`src/rtl/alu_pkg.sv`:
```
// alu_pkg: shared definitions for the ALU front end.
//   - ALU select codes driven on the ALU select input.
//   - Default operand width and register-index width.
//   - is_div0 helper: flags a divide op whose divisor is zero.
package alu_pkg;

  localparam int ALU_WIDTH  = 16;
  localparam int ALU_REG_AW = 4;

  localparam logic [3:0] ALU_ADD = 4'b0000;
  localparam logic [3:0] ALU_SUB = 4'b0001;
  localparam logic [3:0] ALU_MUL = 4'b0010;
  localparam logic [3:0] ALU_DIV = 4'b0011;
  localparam logic [3:0] ALU_AND = 4'b0100;
  localparam logic [3:0] ALU_OR  = 4'b0101;
  localparam logic [3:0] ALU_XOR = 4'b0110;
  localparam logic [3:0] ALU_NOT = 4'b0111;
  localparam logic [3:0] ALU_SHL = 4'b1000;
  localparam logic [3:0] ALU_SHR = 4'b1001;
  localparam logic [3:0] ALU_ROL = 4'b1010;
  localparam logic [3:0] ALU_ROR = 4'b1011;
  localparam logic [3:0] ALU_CMP = 4'b1100;

  function automatic logic is_div0(input logic [3:0] sel, input logic divisor_zero);
    return (sel == ALU_DIV) && divisor_zero;
  endfunction

endpackage

```
`src/rtl/operand_fwd_mux.sv`:
```
// operand_fwd_mux: picks the writeback value over a stored/incoming operand
// when the operand is register-sourced and writeback targets that register.
// Ports:
//   use_reg  - operand comes from a register (immediates never forward)
//   src      - register index of the operand
//   value    - operand value without forwarding
//   wb_valid, wb_rd, wb_data - writeback this cycle
//   result   - operand value after forwarding
module operand_fwd_mux #(
  parameter int WIDTH  = 16,
  parameter int REG_AW = 4
) (
  input  logic              use_reg,
  input  logic [REG_AW-1:0] src,
  input  logic [WIDTH-1:0]  value,
  input  logic              wb_valid,
  input  logic [REG_AW-1:0] wb_rd,
  input  logic [WIDTH-1:0]  wb_data,
  output logic [WIDTH-1:0]  result
);

  assign result = (wb_valid && use_reg && (wb_rd == src)) ? wb_data : value;

endmodule

```
`src/rtl/alu_operand_stage.sv`:
```
// alu_operand_stage: registered operand stage in front of the 16-bit ALU.
// Two-entry skid buffer (main + skid) so decode and ALU stall independently.
// Handshake: a transfer happens on a side in a cycle where valid and ready
// are both high at the rising edge; valid, once raised, holds its payload
// until the transfer. in_ready is a register output (!skid_valid) and does
// not depend on out_ready; outputs come from the main entry only.
// Optional build macro ALU_FWD_EN: writeback forwarding into captured and
// held operands. Without it the wb_* ports are ignored and src/use fields
// are not stored.
// Ports:
//   clk, rst_n                       - clock, async active-low reset
//   in_valid/in_ready + in_* fields  - decoded op from decode
//   wb_valid, wb_rd, wb_data         - writeback bus (forwarding source)
//   out_valid/out_ready + out_*      - op presented to the ALU
//   out_div0                         - divide op with a zero divisor
module alu_operand_stage
  import alu_pkg::*;
#(
  parameter int WIDTH  = ALU_WIDTH,
  parameter int REG_AW = ALU_REG_AW
) (
  input  logic              clk,
  input  logic              rst_n,
  input  logic              in_valid,
  output logic              in_ready,
  input  logic [3:0]        in_select,
  input  logic [WIDTH-1:0]  in_a,
  input  logic [WIDTH-1:0]  in_b,
  input  logic [REG_AW-1:0] in_src_a,
  input  logic [REG_AW-1:0] in_src_b,
  input  logic              in_use_a,
  input  logic              in_use_b,
  input  logic [REG_AW-1:0] in_rd,
  input  logic              wb_valid,
  input  logic [REG_AW-1:0] wb_rd,
  input  logic [WIDTH-1:0]  wb_data,
  output logic              out_valid,
  input  logic              out_ready,
  output logic [3:0]        out_select,
  output logic [WIDTH-1:0]  out_in0,
  output logic [WIDTH-1:0]  out_in1,
  output logic [REG_AW-1:0] out_rd,
  output logic              out_div0
);

  logic              main_valid, skid_valid;
  logic [3:0]        main_sel, skid_sel;
  logic [WIDTH-1:0]  main_a, main_b, skid_a, skid_b;
  logic [REG_AW-1:0] main_rd, skid_rd;

  logic              main_use_a, main_use_b, skid_use_a, skid_use_b;
  logic [REG_AW-1:0] main_src_a, main_src_b, skid_src_a, skid_src_b;
  logic              fwd_wb_valid;

  logic in_fire, out_fire, take_skid, take_in, skid_load;

  assign in_ready  = !skid_valid;
  assign out_valid = main_valid;
  assign in_fire   = in_valid & in_ready;
  assign out_fire  = main_valid & out_ready;
  // skid refills main when main drains; a full skid already blocks input.
  assign take_skid = out_fire & skid_valid;
  assign take_in   = in_fire & (!main_valid | out_fire);
  assign skid_load = in_fire & main_valid & !out_fire;

  // Next-entry candidates before forwarding.
  logic [3:0]        mn_sel, sk_sel;
  logic [WIDTH-1:0]  mn_a, mn_b, sk_a, sk_b;
  logic [REG_AW-1:0] mn_rd, sk_rd, mn_src_a, mn_src_b, sk_src_a, sk_src_b;
  logic              mn_use_a, mn_use_b, sk_use_a, sk_use_b;

  always_comb begin
    mn_sel = main_sel;  mn_a = main_a;  mn_b = main_b;  mn_rd = main_rd;
    mn_src_a = main_src_a;  mn_src_b = main_src_b;
    mn_use_a = main_use_a;  mn_use_b = main_use_b;
    if (take_skid) begin
      mn_sel = skid_sel;  mn_a = skid_a;  mn_b = skid_b;  mn_rd = skid_rd;
      mn_src_a = skid_src_a;  mn_src_b = skid_src_b;
      mn_use_a = skid_use_a;  mn_use_b = skid_use_b;
    end else if (take_in) begin
      mn_sel = in_select;  mn_a = in_a;  mn_b = in_b;  mn_rd = in_rd;
      mn_src_a = in_src_a;  mn_src_b = in_src_b;
      mn_use_a = in_use_a;  mn_use_b = in_use_b;
    end
  end

  always_comb begin
    sk_sel = skid_sel;  sk_a = skid_a;  sk_b = skid_b;  sk_rd = skid_rd;
    sk_src_a = skid_src_a;  sk_src_b = skid_src_b;
    sk_use_a = skid_use_a;  sk_use_b = skid_use_b;
    if (skid_load) begin
      sk_sel = in_select;  sk_a = in_a;  sk_b = in_b;  sk_rd = in_rd;
      sk_src_a = in_src_a;  sk_src_b = in_src_b;
      sk_use_a = in_use_a;  sk_use_b = in_use_b;
    end
  end

  // Forwarding applies to whatever lands in (or stays in) each entry.
  logic [WIDTH-1:0] mn_a_fwd, mn_b_fwd, sk_a_fwd, sk_b_fwd;

  operand_fwd_mux #(.WIDTH(WIDTH), .REG_AW(REG_AW)) u_fwd_main_a (
    .use_reg(mn_use_a), .src(mn_src_a), .value(mn_a),
    .wb_valid(fwd_wb_valid), .wb_rd(wb_rd), .wb_data(wb_data), .result(mn_a_fwd));
  operand_fwd_mux #(.WIDTH(WIDTH), .REG_AW(REG_AW)) u_fwd_main_b (
    .use_reg(mn_use_b), .src(mn_src_b), .value(mn_b),
    .wb_valid(fwd_wb_valid), .wb_rd(wb_rd), .wb_data(wb_data), .result(mn_b_fwd));
  operand_fwd_mux #(.WIDTH(WIDTH), .REG_AW(REG_AW)) u_fwd_skid_a (
    .use_reg(sk_use_a), .src(sk_src_a), .value(sk_a),
    .wb_valid(fwd_wb_valid), .wb_rd(wb_rd), .wb_data(wb_data), .result(sk_a_fwd));
  operand_fwd_mux #(.WIDTH(WIDTH), .REG_AW(REG_AW)) u_fwd_skid_b (
    .use_reg(sk_use_b), .src(sk_src_b), .value(sk_b),
    .wb_valid(fwd_wb_valid), .wb_rd(wb_rd), .wb_data(wb_data), .result(sk_b_fwd));

`ifdef ALU_FWD_EN
  assign fwd_wb_valid = wb_valid;

  always_ff @(posedge clk or negedge rst_n) begin
    if (!rst_n) begin
      main_use_a <= 1'b0;  main_use_b <= 1'b0;
      main_src_a <= '0;    main_src_b <= '0;
      skid_use_a <= 1'b0;  skid_use_b <= 1'b0;
      skid_src_a <= '0;    skid_src_b <= '0;
    end else begin
      main_use_a <= mn_use_a;  main_use_b <= mn_use_b;
      main_src_a <= mn_src_a;  main_src_b <= mn_src_b;
      skid_use_a <= sk_use_a;  skid_use_b <= sk_use_b;
      skid_src_a <= sk_src_a;  skid_src_b <= sk_src_b;
    end
  end
`else
  // No src/use storage: held entries never match, capture gate is off.
  logic unused_wb_valid;
  assign unused_wb_valid = wb_valid;
  assign fwd_wb_valid    = 1'b0;
  assign main_use_a = 1'b0;  assign main_use_b = 1'b0;
  assign skid_use_a = 1'b0;  assign skid_use_b = 1'b0;
  assign main_src_a = '0;    assign main_src_b = '0;
  assign skid_src_a = '0;    assign skid_src_b = '0;
`endif

  always_ff @(posedge clk or negedge rst_n) begin
    if (!rst_n) begin
      main_valid <= 1'b0;  skid_valid <= 1'b0;
      main_sel <= '0;  main_a <= '0;  main_b <= '0;  main_rd <= '0;
      skid_sel <= '0;  skid_a <= '0;  skid_b <= '0;  skid_rd <= '0;
    end else begin
      if (take_skid || take_in) main_valid <= 1'b1;
      else if (out_fire)        main_valid <= 1'b0;
      if (skid_load)            skid_valid <= 1'b1;
      else if (take_skid)       skid_valid <= 1'b0;
      main_sel <= mn_sel;  main_a <= mn_a_fwd;  main_b <= mn_b_fwd;  main_rd <= mn_rd;
      skid_sel <= sk_sel;  skid_a <= sk_a_fwd;  skid_b <= sk_b_fwd;  skid_rd <= sk_rd;
    end
  end

  assign out_select = main_sel;
  assign out_in0    = main_a;
  assign out_in1    = main_b;
  assign out_rd     = main_rd;
  assign out_div0   = is_div0(main_sel, main_b == '0);

endmodule

```
`config.mk`:
```
export PLATFORM = sky130hd
export DESIGN_NAME = alu_operand_stage
export DESIGN_NICKNAME = d
export VERILOG_FILES = /design/src/rtl/alu_pkg.sv /design/src/rtl/operand_fwd_mux.sv /design/src/rtl/alu_operand_stage.sv
export SDC_FILE = /design/constraint.sdc
export NUM_CORES = 1
export LEC_CHECK = 0
export CAP_MARGIN = 0
export CORE_UTILIZATION = 45
export DETAILED_ROUTE_END_ITERATION = 10
export PLACE_DENSITY_LB_ADDON = 0.15
export REMOVE_ABC_BUFFERS = 1
export SLEW_MARGIN = 20
export SYNTH_ARGS = -nofsm -noshare
export SYNTH_HDL_FRONTEND = slang
export SYNTH_SLANG_ARGS = --single-unit
```
`constraint.sdc`:
```
create_clock -name clk -period 1.45 [get_ports clk]
set_input_delay 0.29 -clock clk [delete_from_list [all_inputs] [get_ports clk]]
set_output_delay 0.29 -clock clk [all_outputs]
set_load 0.02 [all_outputs]
```
==> flow_metrics.env <==
export IMPL_status="finished with violations"
export IMPL_violations="negative setup slack"
export IMPL_arrival_ns=1.45
export IMPL_die_area_sq_mm=0.007974
export IMPL_overflow=0
export IMPL_fin_area_sq_mm=0.005796
export IMPL_firstDrtPassIters=4
export IMPL_intPower_w=0.008902
export IMPL_rr_endpoint="skid_b[15]$_DFFE_PN0P_"
export IMPL_power_frac_seq=0.310
export IMPL_yosys_warnings=0
export IMPL_rsz0062_at_grt="yes"
export IMPL_die_h_microns=89.30
export IMPL_syn_area_sq_mm=0.003430
export IMPL_rows=31
export IMPL_r2r_setup_slack_ns=-0.13
export IMPL_dp_cells=440
export IMPL_vias=2771
export IMPL_clkTransAtPathRegs_ns=0.08
export IMPL_grt_pass1_wl_mm=14.33
export IMPL_setup_violations_final=79
export IMPL_slew_headroom=0.7023
export IMPL_fin_worst_skew_ns=0.01095
export IMPL_sw_frac_of_total=0.3403
export IMPL_clk_latency_ns=0.36
export IMPL_fin_hold_ws_ns=0.3623
export IMPL_grt_pass1_vias=2823
export IMPL_path_buf_inv=1
export IMPL_critPathMaxFanout=2
export IMPL_synth_largest_area_cell="dfrtp_1"
export IMPL_hold_violations=0
export IMPL_final_common_cell="dfrtp_1"
export IMPL_fin_ws_ns=-0.2946
export IMPL_hold_class="in -> reg"
export IMPL_p_comb_frac=0.539
export IMPL_min_from="out_ready"
export IMPL_path_class="reg -> out"
export IMPL_drive_gt1_frac=0.5969
export IMPL_yosysSeqAreaShare=0.5983
export IMPL_wl_per_cell_microns=21.72
export IMPL_layout_common_cells="82 x dfrtp_1, 40 x or2_2, 40 x mux2_4, 40 x clkdlybuf4s50_1"
export IMPL_synth_area_per_cell_sq_um=14.47
export IMPL_syn_inst=237
export IMPL_hpwl_mm=4.796
export IMPL_cts_tree="built"
export IMPL_routed_wirelength_mm=10.67
export IMPL_synth_top_area_frac=0.5983
export IMPL_async_reset_ff_frac=1.000
export IMPL_worstReg2RegStart="skid_valid$_DFFE_PN0P_"
export IMPL_power_density_mw_per_mm2=2328
export IMPL_critPathLaunchType="register"
export IMPL_portBuffers=86
export IMPL_dp_slack_ns=-0.8196
export IMPL_synth_ff_type="dfrtp_1"
export IMPL_start_util=0.4703
export IMPL_die_w_microns=89.30
export IMPL_numCtsBuffers=9
export IMPL_synth_seq_cells=82
export IMPL_p_clk_frac=0.151
export IMPL_antenna_cells=0
export IMPL_timing_final_crit_share=1.203
export IMPL_drc=0
export IMPL_crit_chain="nor4_2, nand3_1, nor2_1, buf_4"
export IMPL_vdd_drop_max_v=0.001070
export IMPL_crit_slowest_cell="dfrtp_1"
export IMPL_max_freq_mhz=573.2
export IMPL_crit_family="simple AND/OR/NAND/NOR gates"
export IMPL_syn2layout_area_growth_pct=68.99
export IMPL_cts_max_level=3
export IMPL_power_switching_w=0.004592
export IMPL_gp_congestion=0.6867
export IMPL_fin_nets=462
export IMPL_placed_cell_area_sq_mm=0.004619
export IMPL_p_leak_nw=2.508
export IMPL_min_period_ns=1.745
export IMPL_synth_edf_count=0
export IMPL_routed_via_density=5.644
export IMPL_synth_cell_types=20
export IMPL_critPathMaxStageDelay_ns=0.41
export IMPL_antenna_found_initial=0
export IMPL_clock_sinks=82
export IMPL_cp_end_kind="output port"
export IMPL_core_sq_mm=0.007292
export IMPL_cts_max_path_buffers=2
export IMPL_drv_cap=0
export IMPL_antenna_left=0
export IMPL_grt_max_degree=83
export IMPL_synth_area_top_cells="dfrtp_1 60%, mux2_2 12%, o221a_2 12%"
export IMPL_min_path_cells=2
export IMPL_grt_usage=0.2501
export IMPL_ff2ff_path_depth=7
export IMPL_worstPathRequired_ns=1.16
export IMPL_slew_viol_final=0
export IMPL_cts_root_buf="clkbuf_8"
export IMPL_drtIter0Drc=110
export IMPL_tightest_slew_ns=0.4465
export IMPL_finalNonFillerCells=491
export IMPL_io_pins=118
export IMPL_hold_end="skid_valid$_DFFE_PN0P_"
==> through the flow <==
stage | setup TNS [ns] | utilization | power, W
6_report | -6.819 | 0.7948 | 0.01349
5_1_grt | -9.872 | 0.7948 | 0.01412
4_1_cts | -4.673 | 0.7500 | 0.01217
3_5_place_dp | -50.75 | 0.6335 | 0.009264
3_3_place_gp | -49.97 | 0.6335 | 0.009088
2_1_floorplan | -34.89 | - | 0.006721
==> power by group through the flow <==
stage / clock network [W] / registers [W] / logic (W)
after global routing: 0.00216 / 0.00429 / 0.00767
after global placement: 0 / 0.00401 / 0.00508
after detailed placement: 0 / 0.00406 / 0.00521
final: 0.00204 / 0.00418 / 0.00727
after floorplan: 0 / 0.00471 / 0.00201
after CTS: 0.00205 / 0.00405 / 0.00607
==> cell usage after synthesis, types with 2 or more instances <==
cell type  instances
a21oi_1            2
buf_2              4
buf_4              4
buf_6              4
clkbuf_1           4
dfrtp_1           82
mux2_1             3
mux2_2            37
nand2b_2           2
nand3_1            4
nor2_1             2
nor4_1             4
o221a_1            3
o221a_2           37
or2_2             40
==> logic make-up after synthesis <==
group,count (synthesis),synth area share
simple gates,55,0.09960
buf+inv,17,0.03320
flops,82,0.5983
compound gates,43,0.1375
mux,40,0.1313
==> how the worst max path moves through the flow <==
stage	from	endpoint	slack, ns	depth (start not counted)
after floorplan	out_valid$_DFFE_PN0P_	out_in0[0]$_DFFE_PN0P_	-0.51	3
after global placement	out_ready	out_in1[14]$_DFFE_PN0P_	-0.79	4
after detailed placement	out_ready	out_in0[1]$_DFFE_PN0P_	-0.82	4
after CTS	out_in1[11]$_DFFE_PN0P_	out_div0	-0.31	4
after global routing	out_in1[6]$_DFFE_PN0P_	out_div0	-0.37	4
final	out_in1[6]$_DFFE_PN0P_	out_div0	-0.29	4
==> cell type report <==
class	instances	area, sq um
flip-flops and latches	82	2052
multi-input cells	141	1851
repair buffers	152	1511
fillers	448	1496
clock buffers	10	137.6
well taps	99	123.9
clock inverters	6	113.9
inverters	1	6.256
==> state kept, by name, indices dropped and copies added, names as in the netlist, 4 cells and up <==
| register | flops |
|---|---|
| out_select | 4 |
| skid_a | 16 |
| skid_b | 16 |
| skid_rd | 4 |
| out_rd | 4 |
| out_in1 | 16 |
| skid_sel | 4 |
| out_in0 | 16 |
==> metal layers <==
layer  global-route usage  vias up  wire (microns)
li1                     -     1202               -
met5                    0        -               0
met2               0.4275      113            5286
met3              0.04894       18             720
met1               0.3166     1438            4421
met4              0.09235        0             236
==> timing repair <==
action,in CTS,in global routing
gates resized for setup,153,81
pin swaps,7,44
hold endpoints to repair,82,0
hold buffers,1,0
buffers inserted,19,8
endpoints found under the setup margin,123,102
cloned,9,6
Note: power is estimated with default switching activity, not from simulation.
